<file path="config.mk">
export PLATFORM = sky130hd
export DESIGN_NAME = mac_act_feeder_flat
export DESIGN_NICKNAME = d
export VERILOG_FILES = /design/src/rtl/vad_mac_pkg.sv /design/src/rtl/mac_act_feeder_if.sv /design/src/rtl/act_buf.sv /design/src/rtl/mac_act_feeder.sv /design/src/flat_wrapper.sv
export SDC_FILE = /design/constraint.sdc
export NUM_CORES = 1
export LEC_CHECK = 0
export CAP_MARGIN = 20
export CELL_PAD_IN_SITES_DETAIL_PLACEMENT = 0
export CELL_PAD_IN_SITES_GLOBAL_PLACEMENT = 1
export CORE_MARGIN = 2
export CORE_UTILIZATION = 43
export CTS_BUF_LIST = sky130_fd_sc_hd__clkbuf_16
export DETAILED_ROUTE_END_ITERATION = 16
export PLACE_DENSITY = 0.77
export SLEW_MARGIN = 30
export SYNTH_ARGS = -nofsm -noshare
export SYNTH_HDL_FRONTEND = slang
export SYNTH_HIERARCHICAL = 1
export SYNTH_SLANG_ARGS = --single-unit
export TNS_END_PERCENT = 50
</file>
<file path="constraint.sdc">
create_clock -name clk -period 7.3 [get_ports clk]
set_clock_uncertainty 0.1 [all_clocks]
set_input_delay 1.095 -clock clk [delete_from_list [all_inputs] [get_ports clk]]
set_output_delay 1.095 -clock clk [all_outputs]
set_load 0.01 [all_outputs]
</file>
<file path="src/rtl/vad_mac_pkg.sv">
// rtl/vad_mac_pkg.sv - shared constants, activation codes and FSM state type for the mac feeder
package vad_mac_pkg;
    localparam int N_ACT   = 108;
    localparam int LANES   = 3;
    localparam int DW      = 2;
    localparam int OW      = 10;
    localparam int DONE_TO = 64;
    localparam int N_BEATS = N_ACT / LANES;
    localparam int AW      = 7;
    localparam int BW      = 6;
    localparam int TW      = $clog2(DONE_TO);

    localparam logic [DW-1:0] ACT_POS  = 2'b01;
    localparam logic [DW-1:0] ACT_NEG  = 2'b11;
    localparam logic [DW-1:0] ACT_ZERO = 2'b00;

    typedef enum logic [1:0] {
        ST_IDLE,
        ST_STREAM,
        ST_WAIT,
        ST_HOLD
    } state_e;

    // The unused code 2'b10 must never reach the mac, it is flattened to zero
    function automatic logic [DW-1:0] act_sanitize(input logic [DW-1:0] code);
        return (code == 2'b10) ? ACT_ZERO : code;
    endfunction
endpackage

</file>
<file path="src/rtl/mac_act_feeder_if.sv">
// rtl/mac_act_feeder_if.sv - mac beat bus plus result valid/ready port of the feeder
interface mac_act_feeder_if;
    import vad_mac_pkg::*;

    logic [LANES*DW-1:0] mac_in;
    logic                mac_vld;
    logic [OW-1:0]       mac_out1;
    logic [OW-1:0]       mac_out2;
    logic                mac_done;
    logic                res_valid;
    logic                res_ready;
    logic [OW-1:0]       res1;
    logic [OW-1:0]       res2;

    modport master (
        output mac_in, mac_vld, res_valid, res1, res2,
        input  mac_out1, mac_out2, mac_done, res_ready
    );

    modport slave (
        input  mac_in, mac_vld, res_valid, res1, res2,
        output mac_out1, mac_out2, mac_done, res_ready
    );
endinterface

</file>
<file path="src/rtl/act_buf.sv">
// rtl/act_buf.sv - activation register file with one write port and one beat-wide read port
module act_buf
    import vad_mac_pkg::*;
(
    input  logic                clk,
    input  logic                we_i,
    input  logic [AW-1:0]       waddr_i,
    input  logic [DW-1:0]       wdata_i,
    input  logic [BW-1:0]       beat_i,
    output logic [LANES*DW-1:0] beat_o
);
    logic [DW-1:0] mem_q [N_ACT];
    logic [AW:0]   idx;
    logic [DW-1:0] val;

    always_ff @(posedge clk) begin
        if (we_i && (waddr_i < AW'(N_ACT))) begin
            mem_q[waddr_i] <= wdata_i;
        end
    end

    // Write-through read so a write issued alongside start is part of beat 0
    always_comb begin
        beat_o = '0;
        idx    = '0;
        val    = ACT_ZERO;
        for (int l = 0; l < LANES; l++) begin
            idx = (AW+1)'(beat_i) * (AW+1)'(LANES) + (AW+1)'(l);
            if (idx < (AW+1)'(N_ACT)) begin
                if (we_i && ({1'b0, waddr_i} == idx)) begin
                    val = wdata_i;
                end else begin
                    val = mem_q[idx[AW-1:0]];
                end
            end else begin
                val = ACT_ZERO;
            end
            beat_o[(LANES-1-l)*DW +: DW] = act_sanitize(val);
        end
    end
endmodule

</file>
<file path="src/rtl/mac_act_feeder.sv">
// rtl/mac_act_feeder.sv - streams the stored activation vector into the mac and returns its sums
module mac_act_feeder
    import vad_mac_pkg::*;
(
    input  logic               clk,
    input  logic               rst_n,
    input  logic               wr_en_i,
    input  logic [AW-1:0]      wr_addr_i,
    input  logic [DW-1:0]      wr_data_i,
    input  logic               start_i,
    output logic               busy_o,
    output logic               err_o,
    mac_act_feeder_if.master   bus
);
    state_e              state_q;
    logic [BW-1:0]       beat_cnt_q;
    logic [TW-1:0]       to_cnt_q;
    logic [LANES*DW-1:0] mac_in_q;
    logic                mac_vld_q;
    logic                res_valid_q;
    logic [OW-1:0]       res1_q;
    logic [OW-1:0]       res2_q;
    logic                err_q;
    logic                buf_we;
    logic [LANES*DW-1:0] beat_data;

    assign buf_we = wr_en_i && (state_q == ST_IDLE);

    // beat_cnt_q is 0 while idle, so the read port already presents beat 0 at start
    act_buf u_act_buf (
        .clk     (clk),
        .we_i    (buf_we),
        .waddr_i (wr_addr_i),
        .wdata_i (wr_data_i),
        .beat_i  (beat_cnt_q),
        .beat_o  (beat_data)
    );

    always_ff @(posedge clk or negedge rst_n) begin
        if (!rst_n) begin
            state_q     <= ST_IDLE;
            beat_cnt_q  <= '0;
            to_cnt_q    <= '0;
            mac_in_q    <= '0;
            mac_vld_q   <= 1'b0;
            res_valid_q <= 1'b0;
            res1_q      <= '0;
            res2_q      <= '0;
            err_q       <= 1'b0;
        end else begin
            if (bus.mac_done && (state_q != ST_WAIT)) begin
                err_q <= 1'b1;
            end
            case (state_q)
                ST_IDLE: begin
                    if (start_i) begin
                        state_q    <= ST_STREAM;
                        mac_in_q   <= beat_data;
                        mac_vld_q  <= 1'b1;
                        beat_cnt_q <= BW'(1);
                    end
                end
                ST_STREAM: begin
                    if (beat_cnt_q == BW'(N_BEATS)) begin
                        state_q    <= ST_WAIT;
                        mac_in_q   <= '0;
                        mac_vld_q  <= 1'b0;
                        beat_cnt_q <= '0;
                        to_cnt_q   <= '0;
                    end else begin
                        mac_in_q   <= beat_data;
                        beat_cnt_q <= beat_cnt_q + BW'(1);
                    end
                end
                ST_WAIT: begin
                    if (bus.mac_done) begin
                        state_q     <= ST_HOLD;
                        res1_q      <= bus.mac_out1;
                        res2_q      <= bus.mac_out2;
                        res_valid_q <= 1'b1;
                    end else if (to_cnt_q == TW'(DONE_TO - 1)) begin
                        state_q <= ST_IDLE;
                        err_q   <= 1'b1;
                    end else begin
                        to_cnt_q <= to_cnt_q + TW'(1);
                    end
                end
                ST_HOLD: begin
                    if (bus.res_ready) begin
                        state_q     <= ST_IDLE;
                        res_valid_q <= 1'b0;
                    end
                end
                default: state_q <= ST_IDLE;
            endcase
        end
    end

    assign busy_o        = (state_q != ST_IDLE);
    assign err_o         = err_q;
    assign bus.mac_in    = mac_in_q;
    assign bus.mac_vld   = mac_vld_q;
    assign bus.res_valid = res_valid_q;
    assign bus.res1      = res1_q;
    assign bus.res2      = res2_q;
endmodule

</file>
<file path="src/flat_wrapper.sv">
// flat-port wrapper written by rule: the top's interface ports become plain ports
module mac_act_feeder_flat import vad_mac_pkg::*;
  (clk, rst_n, wr_en_i, wr_addr_i, wr_data_i, start_i, busy_o, err_o, bus_mac_in, bus_mac_vld, bus_res_valid, bus_res1, bus_res2, bus_mac_out1, bus_mac_out2, bus_mac_done, bus_res_ready);
  mac_act_feeder_if bus_i ();
  input  logic clk;
  input  logic rst_n;
  input  logic wr_en_i;
  input  logic [AW-1:0] wr_addr_i;
  input  logic [DW-1:0] wr_data_i;
  input  logic start_i;
  output logic busy_o;
  output logic err_o;
  output wire logic [$bits(bus_i.mac_in)-1:0] bus_mac_in;
  output wire logic [$bits(bus_i.mac_vld)-1:0] bus_mac_vld;
  output wire logic [$bits(bus_i.res_valid)-1:0] bus_res_valid;
  output wire logic [$bits(bus_i.res1)-1:0] bus_res1;
  output wire logic [$bits(bus_i.res2)-1:0] bus_res2;
  input wire logic [$bits(bus_i.mac_out1)-1:0] bus_mac_out1;
  input wire logic [$bits(bus_i.mac_out2)-1:0] bus_mac_out2;
  input wire logic [$bits(bus_i.mac_done)-1:0] bus_mac_done;
  input wire logic [$bits(bus_i.res_ready)-1:0] bus_res_ready;
  assign bus_mac_in = bus_i.mac_in;
  assign bus_mac_vld = bus_i.mac_vld;
  assign bus_res_valid = bus_i.res_valid;
  assign bus_res1 = bus_i.res1;
  assign bus_res2 = bus_i.res2;
  assign bus_i.mac_out1 = bus_mac_out1;
  assign bus_i.mac_out2 = bus_mac_out2;
  assign bus_i.mac_done = bus_mac_done;
  assign bus_i.res_ready = bus_res_ready;
  mac_act_feeder u_core (.clk(clk), .rst_n(rst_n), .wr_en_i(wr_en_i), .wr_addr_i(wr_addr_i), .wr_data_i(wr_data_i), .start_i(start_i), .busy_o(busy_o), .err_o(err_o), .bus(bus_i));
endmodule
</file>
# [After elaboration in Yosys (flattened, before gate mapping)]
# Memory sizes are Yosys's and may differ from the RTL's.
# Cells that the tools add are included.
[totals] out_inout_bits=30 elab_cells=92 ramBits=216 n_memories=1 register_bits=43 romBits=0 in_bits=35 latch_bits=0
[op_classes] mux=37 n_div=0 n_shift=0 n_addsub=4 n_reduce_logical=17 multipliers=1 n_lt_le_gt_ge=4 bitwise_logic=0 eq_ne=19
[memory_table] name="u_core.u_act_buf.mem_q" words=108 word_bits=2 read_ports=3 rd_ports_with_merged_regs=0 wr=1 line_no="act_buf.sv:12" rtl="logic [DW-1:0] mem_q [N_ACT];"
[ops] op="two-way mux 6 bit" count=7
[ops] op="one-hot mux 6 bit (2 select lines)" count=3
[ops] op="two-way mux 2 bit" count=14
[ops] op="== test 7 x 8 -> 1 bit" count=3
[ops] op="less-than comparator 8 x 7 -> 1 bit (second input constant)" count=3
[ops] op="adder 6 x 1 -> 6 bit (second input constant)" count=2
[ops] op="== test 6 bit (second input constant)" count=2
[ops] op="!= test 2 bit (second input constant)" count=6
[ops] op="== test 2 bit (second input constant)" count=5
[ops] op="two-way mux 1 bit" count=10
[ops] op="adder 8 x 1 -> 8 bit (second input constant)" count=1
[ops] op="adder 8 x 2 -> 8 bit (second input constant)" count=1
[ops] op="multiplier 6 x 2 -> 8 bit (second input constant)" count=1
[ops] op="one-hot mux 2 bit (4 select lines)" count=1
[ops] op="AND reduction 4 bit" count=2
[ops] op="nonzero test 2 bit" count=4
[ops] op="less-than comparator 7 bit (second input constant)" count=1
[ops] op="logical AND 1 bit" count=6
[ops] op="AND reduction 3 bit" count=2
[ops] op="one-hot mux 1 bit (2 select lines)" count=2
[ops] op="AND reduction 2 bit" count=2
[ops] op="!= test 3 x 2 -> 1 bit (second input constant)" count=1
[ops] op="== test 2 x 1 -> 1 bit (second input constant)" count=1
[ops] op="zero test 2 bit" count=1
[ops] op="!= test 2 x 1 -> 1 bit (second input constant)" count=1

# [Logic depth before layout (Yosys ltp)]
# Gate-level depths: netlist (run 1).
[depth] depth_word=10 mapped_depth=18

# [By module]
# Netlist (run 1), hierarchy kept.
[modules_own_cells] mod="act_buf" seq_area_each_um2=6486.2 n_inst=1 cells_each=884 area_each_um2=13374.1
[modules_own_cells] mod="mac_act_feeder" seq_area_each_um2=1076.0 n_inst=1 cells_each=152 area_each_um2=1939.4

# [Least setup slack after synthesis (run 1)]
# OpenSTA, ideal clock, no wires.
[synth_path] path_kind="register to register" start="reg u_core.beat_cnt_q[1]" end="reg u_core.mac_in_q[1] (netlist: u_core/bus.mac_in[1])" path_buffers=5 t_required_ns=7.134 synth_period_minus_slack_ns=4.280 setup_time_ns=0.066 arrival_ns=4.114 path_slack_ns=3.020 stages_incl_launch_ff=18 path_cell_list="dfrtp_1 > inv_1 > ha_1 > buf_2 > buf_2 > buf_2 > clkinv_1 > ha_1 > clkbuf_1 > clkbuf_1 > inv_1 > nor2_1 > a22o_1 > a221oi_1 > mux4_2 > o211a_1 > nor4_1 > a22o_1"
[synth_between] elab_chain_cells=10 elab_cells_between_ends=14 classes_between="add/sub (1); mul (1); order compare (1); eq/ne (3); mux (6); reduce/logical (1); memory (1)"
[synth_rtl] element="start: declaration" line_no="mac_act_feeder.sv:16" rtl="logic [BW-1:0] beat_cnt_q;"
[synth_rtl] element="start signal: assignment" line_no="mac_act_feeder.sv:72" rtl="beat_cnt_q <= beat_cnt_q + BW'(1);"
[synth_rtl] element="multiplier 6 x 2 -> 8 bit (*)" line_no="act_buf.sv:28" rtl="idx = (AW+1)'(beat_i) * (AW+1)'(LANES) + (AW+1)'(l);"
[synth_rtl] element="adder 8 x 2 -> 8 bit (*)" line_no="act_buf.sv:28"
[synth_rtl] element="parallel branches: the longest is 3 deep, another holds memory (108 x 2 bit)"
[synth_rtl] element="two-way mux 2 bit (*)" line_no="act_buf.sv:29" rtl="if (idx < (AW+1)'(N_ACT)) begin"
[synth_rtl] element="== test 2 bit" line_no="vad_mac_pkg.sv:26" rtl="return (code == 2'b10) ? ACT_ZERO : code;"
[synth_rtl] element="two-way mux 2 bit (*)" line_no="vad_mac_pkg.sv:26"
[synth_rtl] element="named net u_core.beat_data[1]" line_no="mac_act_feeder.sv:25" rtl="logic [LANES*DW-1:0] beat_data;"
[synth_rtl] element="two-way mux 6 bit, on equally long branches" line_no="mac_act_feeder.sv:64, mac_act_feeder.sv:56"
[synth_rtl] element="one-hot mux 6 bit (2 select lines) (*)" line_no="mac_act_feeder.sv:54" rtl="case (state_q)"
[synth_rtl] element="end signal: assignment" line_no="mac_act_feeder.sv:58" rtl="mac_in_q <= beat_data;"
[synth_rtl] element="end signal: assignment" line_no="mac_act_feeder.sv:71" rtl="mac_in_q <= beat_data;"
[synth_rtl] element="end: declaration" line_no="mac_act_feeder.sv:18" rtl="logic [LANES*DW-1:0] mac_in_q;"
# Mark *: on every way through the listed nets, which the timed path passes. The select of a mux whose other input is x is not followed.
# A chain may end at the register's enable or synchronous reset.

# [Final worst setup path (run 1)]
[layout_path] start="reg u_core.beat_cnt_q[0]" end="reg u_core.mac_in_q[1] (netlist: u_core/bus.mac_in[1])"
# Same word-level chain as after synthesis.

==> flow_summary.toml, run 1 <==
[status]
run_status = "finished, final reports clean"

[setup_path]
crit_buf_inv = 3
critPathMaxFanout = 37
reg2reg_depth = 14
max_stage_delay_ps = 1170
path_cells = "ha_1 -> inv_1 -> fa_2 -> inv_1 -> ha_1 -> inv_1 -> nor2_1 -> a22o_1 -> a221oi_1 -> o211ai_1 -> o211ai_1 -> and3_1 -> nor4_1 -> a22o_1"
cp_common_cell = "inv_1"
worstReg2RegEnd = "u_core/bus.mac_in[1]"
timing.rr.start = "u_core/beat_cnt_q[0]"
cp_slowest_cell = "fa_2"
crit_path_start_kind = "flip-flop"
path_delay_family = "adder cells"
ff2ff_setup_slack_ps = 1580
arrival_ps = 6100
setup.worst_path.class = "reg2reg"
cp-end-kind = "flip-flop"
crit_required_ps = 7670

[final_layout]
layout_commonest_cell = "edfxtp_1"
drive_gt1_frac = 0.246
area.sequential_um2 = 7570
nFillCells = 2944
diodes = 0
finalNetCount = 1119
layout_common_cells = "edfxtp_1, mux4_2, nor2_1"
synthToLayoutAreaGrowth_pct = 12.8
multi_input_area_um2 = 7410

[sta]
rsz0062_at_grt = "no"
final_hold_viol_count = 0
min_period_ps = 5720
tightest_slew_ps = 973
max_freq_mhz = 175
slew_headroom = 0.351
maxSlewViolCount = 0
fin_crit_sh = 0.784
fin_setup_tns_ps = 0
setup_violations = 0

[global_route]
grt_antenna_before_repair = 0
grt_max_degree = 135
grt_usage = 0.230
gr-total-overflow = 0
grt_pass1_wl_um = 63200
grt_pass1_vias = 9791

[drt]
routedWlPerCell_um = 27.1
routed_via_density = 6.53
drc_errors = 0
drtAntennaViolNets = 0
vias = 10100
drtIter0Drc = 1240
routed_wl_um = 42000
dr.pass1.iters = 5

[cts]
clock_latency_ps = 550
post_cts_buffers = 0
ctsHtreeMaxLevel = 1
cts_hold_buf = 0
cts_buffers = 28
cts_root_buf = "clkbuf_16"
cts_tree = "built"
cts.clk_slew.worst_paths_ps = 60
clock_path_buffers = 3
post_cts_resized = 0
clock-sinks = 259

[min_path]
hold_start = "u_core/bus.res1[6]"
hold_depth = 1
hp-class = "reg2reg"
hold_path_end = "u_core/bus.res1[6]"

[synth]
synthCells = 1036
synth_top_flop_cell = "edfxtp_1"
seq_area_frac_synth = 0.494
syn_area_per_cell_um2 = 14.8
netlist_area_um2 = 15300
async_flop_share = 0.166
synth_cell_type_count = 82
synth_nets = 1084
ys_ff_latch = 259
synth-edff-count = 216
yosys_warnings = 6

[place]
place_congestion = 0.902
dp_hpwl_um = 29200
io_buffers = 64

[floorplanning]
die_y_um = 193
fp.dieArea_um2 = 37100
start_util = 0.434
io_pins = 65
num_rows = 69
die_x_um = 193
core_area_um2 = 35300

[run]
drv_cap = 0
[Yosys cell counts (3+ instances only)]
cell       count  area share
a211oi_1       6      0.0029
a21o_1         3      0.0015
a21oi_1       17      0.0056
a221oi_1       7      0.0040
a22o_1        13      0.0074
a22oi_1        3      0.0015
a31oi_1        5      0.0020
and2_1         6      0.0025
and3_1         6      0.0025
buf_1          5      0.0012
buf_2         30      0.0098
buf_4          9      0.0044
clkbuf_1      30      0.0074
dfrtp_1       43       0.070
edfxtp_1     216        0.42
ha_1          12      0.0098
inv_1         15      0.0037
mux2_1        20       0.015
mux2_2         7      0.0051
mux2i_1       32       0.021
mux4_2       169        0.25
nand2_1       62       0.015
nand2b_1       3      0.0012
nand3_1       22      0.0072
nand3b_1       5      0.0025
nand4_1        5      0.0020
nor2_1       142       0.035
nor2b_1        7      0.0029
nor3_1        10      0.0033
nor3b_1        3      0.0015
o211a_1        3      0.0020
o211ai_1       5      0.0025
o21ai_0       15      0.0049
o21ai_1        6      0.0020
o22ai_1        3      0.0012
o2bb2ai_1      3      0.0017
or3_1          3      0.0012
or4_1          3      0.0015
xnor2_1       13      0.0074
xnor2_2        4      0.0042
xnor3_1        3      0.0044
xor2_1        10      0.0057
[registers in the layout, indices dropped and copies added (netlist names)]
| signal | flops |
|---|---|
| u_core/u_act_buf/mem_q | 216 |
| u_core/bus.res2 | 10 |
| u_core/state_q | 2 |
| u_core/bus.mac_vld | 1 |
| u_core/beat_cnt_q | 6 |
| u_core/bus.mac_in | 6 |
| u_core/to_cnt_q | 6 |
| u_core/bus.res_valid | 1 |
| u_core/bus.res1 | 10 |
| u_core/err_o | 1 |
[metrics by stage]
step,cells,hold WS (ps),area (um^2),setup WS [ps],utilization
2_1_floorplan,1036,385,15300,3020,-
3_3_place_gp,1499,372,16300,1840,0.462
3_5_place_dp,1499,381,16300,1690,0.463
4_1_cts,1546,393,17200,1670,0.487
5_1_grt,1549,408,17300,1250,0.489
6_report,1549,387,17300,1580,0.489
[worst max-delay path by stage]
stage / start / end / cells past startpoint
CTS: u_core/beat_cnt_q[0] / u_core/bus.mac_in[1] / 12
global placement: u_core/beat_cnt_q[0] / u_core/bus.mac_in[1] / 12
global route: u_core/beat_cnt_q[0] / u_core/bus.mac_in[1] / 13
floorplan: u_core/beat_cnt_q[1] / u_core/bus.mac_in[1] / 17
detailed placement: u_core/beat_cnt_q[0] / u_core/bus.mac_in[1] / 12
finish: u_core/beat_cnt_q[0] / u_core/bus.mac_in[1] / 14
[worst reg2reg max path, delay by kind of cell, from the launching register on]
| kind | cells | cell delay (ps) |
|---|---|---|
| adders and majority gates | 3 | 2400 |
| DFF | 1 | 830 |
| AOI/OAI and AO/OA | 5 | 810 |
| buffers and inverters | 3 | 590 |
| and+or+nand+nor | 3 | 930 |
[cell type report]
| class | count | area share |
|---|---|---|
| timing repair buffer | 80 | 0.0467 |
| clock inverter | 17 | 0.00608 |
| clock buffer | 30 | 0.0435 |
| inverter | 16 | 0.00348 |
| tap | 461 | 0.0334 |
| multi-input combinational | 686 | 0.429 |
| sequential | 259 | 0.438 |
[metal layers]
layer | routed length [um] | track usage | vias up
met5 | 0 | 0 | -
met4 | 1220 | 0.0590 | 0
met3 | 4550 | 0.0458 | 71
met2 | 19400 | 0.364 | 626
met1 | 16800 | 0.325 | 5192
li1 | - | - | 4231
[logic make-up (layout without fill, tap and decap cells)]
logic type / Yosys count / in the layout / synth area share
AO/OA/AOI/OAI: 116 / 116 / 0.0584
XOR/XNOR: 35 / 35 / 0.0306
adder cells (fa/ha/maj): 13 / 13 / 0.0111
buffers and inverters: 91 / 143 / 0.0275
flip-flops: 259 / 259 / 0.494
multiplexers: 229 / 229 / 0.290
AND/OR/NAND/NOR: 293 / 293 / 0.0883
Power of run 1 is not shown: default switching activity piles up to over one toggle a cycle in this logic, so the estimate is an artifact.
==> run 2, diff against run 1 <==
==> constraint.sdc (replaced) <==
create_clock -name clk -period 5.6 [get_ports clk]
set_clock_uncertainty 0.1 [all_clocks]
set_input_delay 0.84 -clock clk [delete_from_list [all_inputs] [get_ports clk]]
set_output_delay 0.84 -clock clk [all_outputs]
set_load 0.01 [all_outputs]
==> run 2 against run 1 <==
Compared with the run above:
- routed wire length grew 1.1%
- design area is essentially flat
- highest routed layer unchanged
- critical path depth shrank 1
- sequential cell count is the same
- maximum frequency grew 17%
==> flow_summary.toml, run 2 (same netlist as run 1, synthesis figures left out) <==
[status]
run_status = "finished, final reports clean"

[cts]
clock_latency_ps = 550
clock-sinks = 259
cts_hold_buf = 0
cts_root_buf = "clkbuf_16"
post_cts_buffers = 0
post_cts_resized = 0
cts.clk_slew.worst_paths_ps = 60
cts_tree = "built"
ctsHtreeMaxLevel = 1
clock_path_buffers = 3
cts_buffers = 27

[global_route]
grt_usage = 0.233
grt_antenna_before_repair = 0
grt_pass1_vias = 9855
grt_max_degree = 121
gr-total-overflow = 0
grt_pass1_wl_um = 63500

[sta]
maxSlewViolCount = 0
slew_headroom = 0.381
tightest_slew_ps = 924
fin_crit_sh = 0.872
rsz0062_at_grt = "no"
holdWs_ps = 179
setup_violations = 0
min_period_ps = 4890
max_freq_mhz = 205
layout_setup_ws_ps = 715
final_hold_viol_count = 0
fin_setup_tns_ps = 0

[setup_path]
setup.worst_path.class = "reg2reg"
cp-end-kind = "flip-flop"
arrival_ps = 5270
critPathMaxFanout = 12
worstReg2RegEnd = "u_core/bus.mac_in[3]"
crit_buf_inv = 2
reg2reg_depth = 13
ff2ff_setup_slack_ps = 710
timing.rr.start = "u_core/beat_cnt_q[0]"
path_delay_family = "simple AND/OR/NAND/NOR gates"
cp_slowest_cell = "or4_1"
path_cells = "ha_1 -> inv_1 -> fa_2 -> inv_1 -> ha_1 -> nand2_1 -> or4_1 -> xnor2_2 -> mux2_2 -> a221o_1 -> o211a_1 -> nor4_2 -> a22o_1"
crit_required_ps = 5990
max_stage_delay_ps = 650
crit_path_start_kind = "flip-flop"

[drt]
routed_wl_um = 42500
routedWlPerCell_um = 27.2
drtIter0Drc = 1122
routed_via_density = 6.46
drtAntennaViolNets = 0
dr.pass1.iters = 5
vias = 10100
drc_errors = 0

[min_path]
hp-class = "in2async"

[final_layout]
synthToLayoutAreaGrowth_pct = 12.8
finalNetCount = 1127
largest_reg_flops = 216
regMostFlops = "u_core/u_act_buf/mem_q"
drive_gt1_frac = 0.256
multi_input_area_um2 = 7380
nFillCells = 2984
area.sequential_um2 = 7570
diodes = 0
layout_common_cells = "edfxtp_1, mux4_2, nor2_1"
layout_commonest_cell = "edfxtp_1"

[place]
place_ws_ps = 779
io_buffers = 64
place_congestion = 0.932
dp_hpwl_um = 29200

[floorplanning]
fp.dieArea_um2 = 37100
core_area_um2 = 35300
num_rows = 69
io_pins = 65
start_util = 0.434
die_x_um = 193
die_y_um = 193

[run]
drv_cap = 0
==> run 2: changes by cell type in the layout (fill, tap and decap cells not counted), moves of 2 or more <==
cell,before,now
buf_16,2,0
buf_4,14,24
clkbuf_16,30,27
clkinv_1,3,7
clkinv_2,2,10
inv_1,22,16
inv_2,2,0
==> run 2: worst max path at each step <==
stage,from,to,slack [ps],cells past startpoint
5_1_grt,u_core/beat_cnt_q[0],u_core/bus.mac_in[3],500,13
3_3_place_gp,u_core/beat_cnt_q[0],u_core/bus.mac_in[3],830,13
2_1_floorplan,u_core/beat_cnt_q[1],u_core/bus.mac_in[1],1320,17
3_5_place_dp,u_core/beat_cnt_q[0],u_core/bus.mac_in[3],780,13
4_1_cts,u_core/beat_cnt_q[0],u_core/bus.mac_in[3],760,13
6_report,u_core/beat_cnt_q[0],u_core/bus.mac_in[3],710,13
==> run 2: cell type report <==
cell class,instances,share of cell area
Sequential cell,259,0.438
Multi-Input combinational cell,686,0.427
Timing Repair Buffer,89,0.0490
Clock buffer,27,0.0391
Tap cell,461,0.0334
Clock inverter,23,0.00970
Inverter,16,0.00348
==> run 2: layer usage <==
layer  vias up  share of wire  global-route usage
met3        84           0.12              0.0664
met1      5135           0.39               0.316
met2       628           0.46               0.360
met4         0          0.034              0.0796
met5         -              0                   0
li1       4244              -                   -
==> run 2: worst reg2reg max path, cell delays in order (launching register included) <==
cell and delay [ps]:
dfrtp_4 510, ha_1 240, inv_1 80, fa_2 590
inv_1 210, ha_1 310, nand2_1 190, or4_1 650
xnor2_2 470, mux2_2 390, a221o_1 330, o211a_1 270
nor4_2 320, a22o_1 170
==> run 2: stage by stage <==
step,std cells,util,instance area (um^2)
floorplan,1036,-,15300
global placement,1510,0.465,16400
detailed placement,1510,0.465,16400
CTS,1560,0.489,17300
global route,1561,0.489,17300
finish,1561,0.489,17300
Power of run 2 is left out for the same reason.
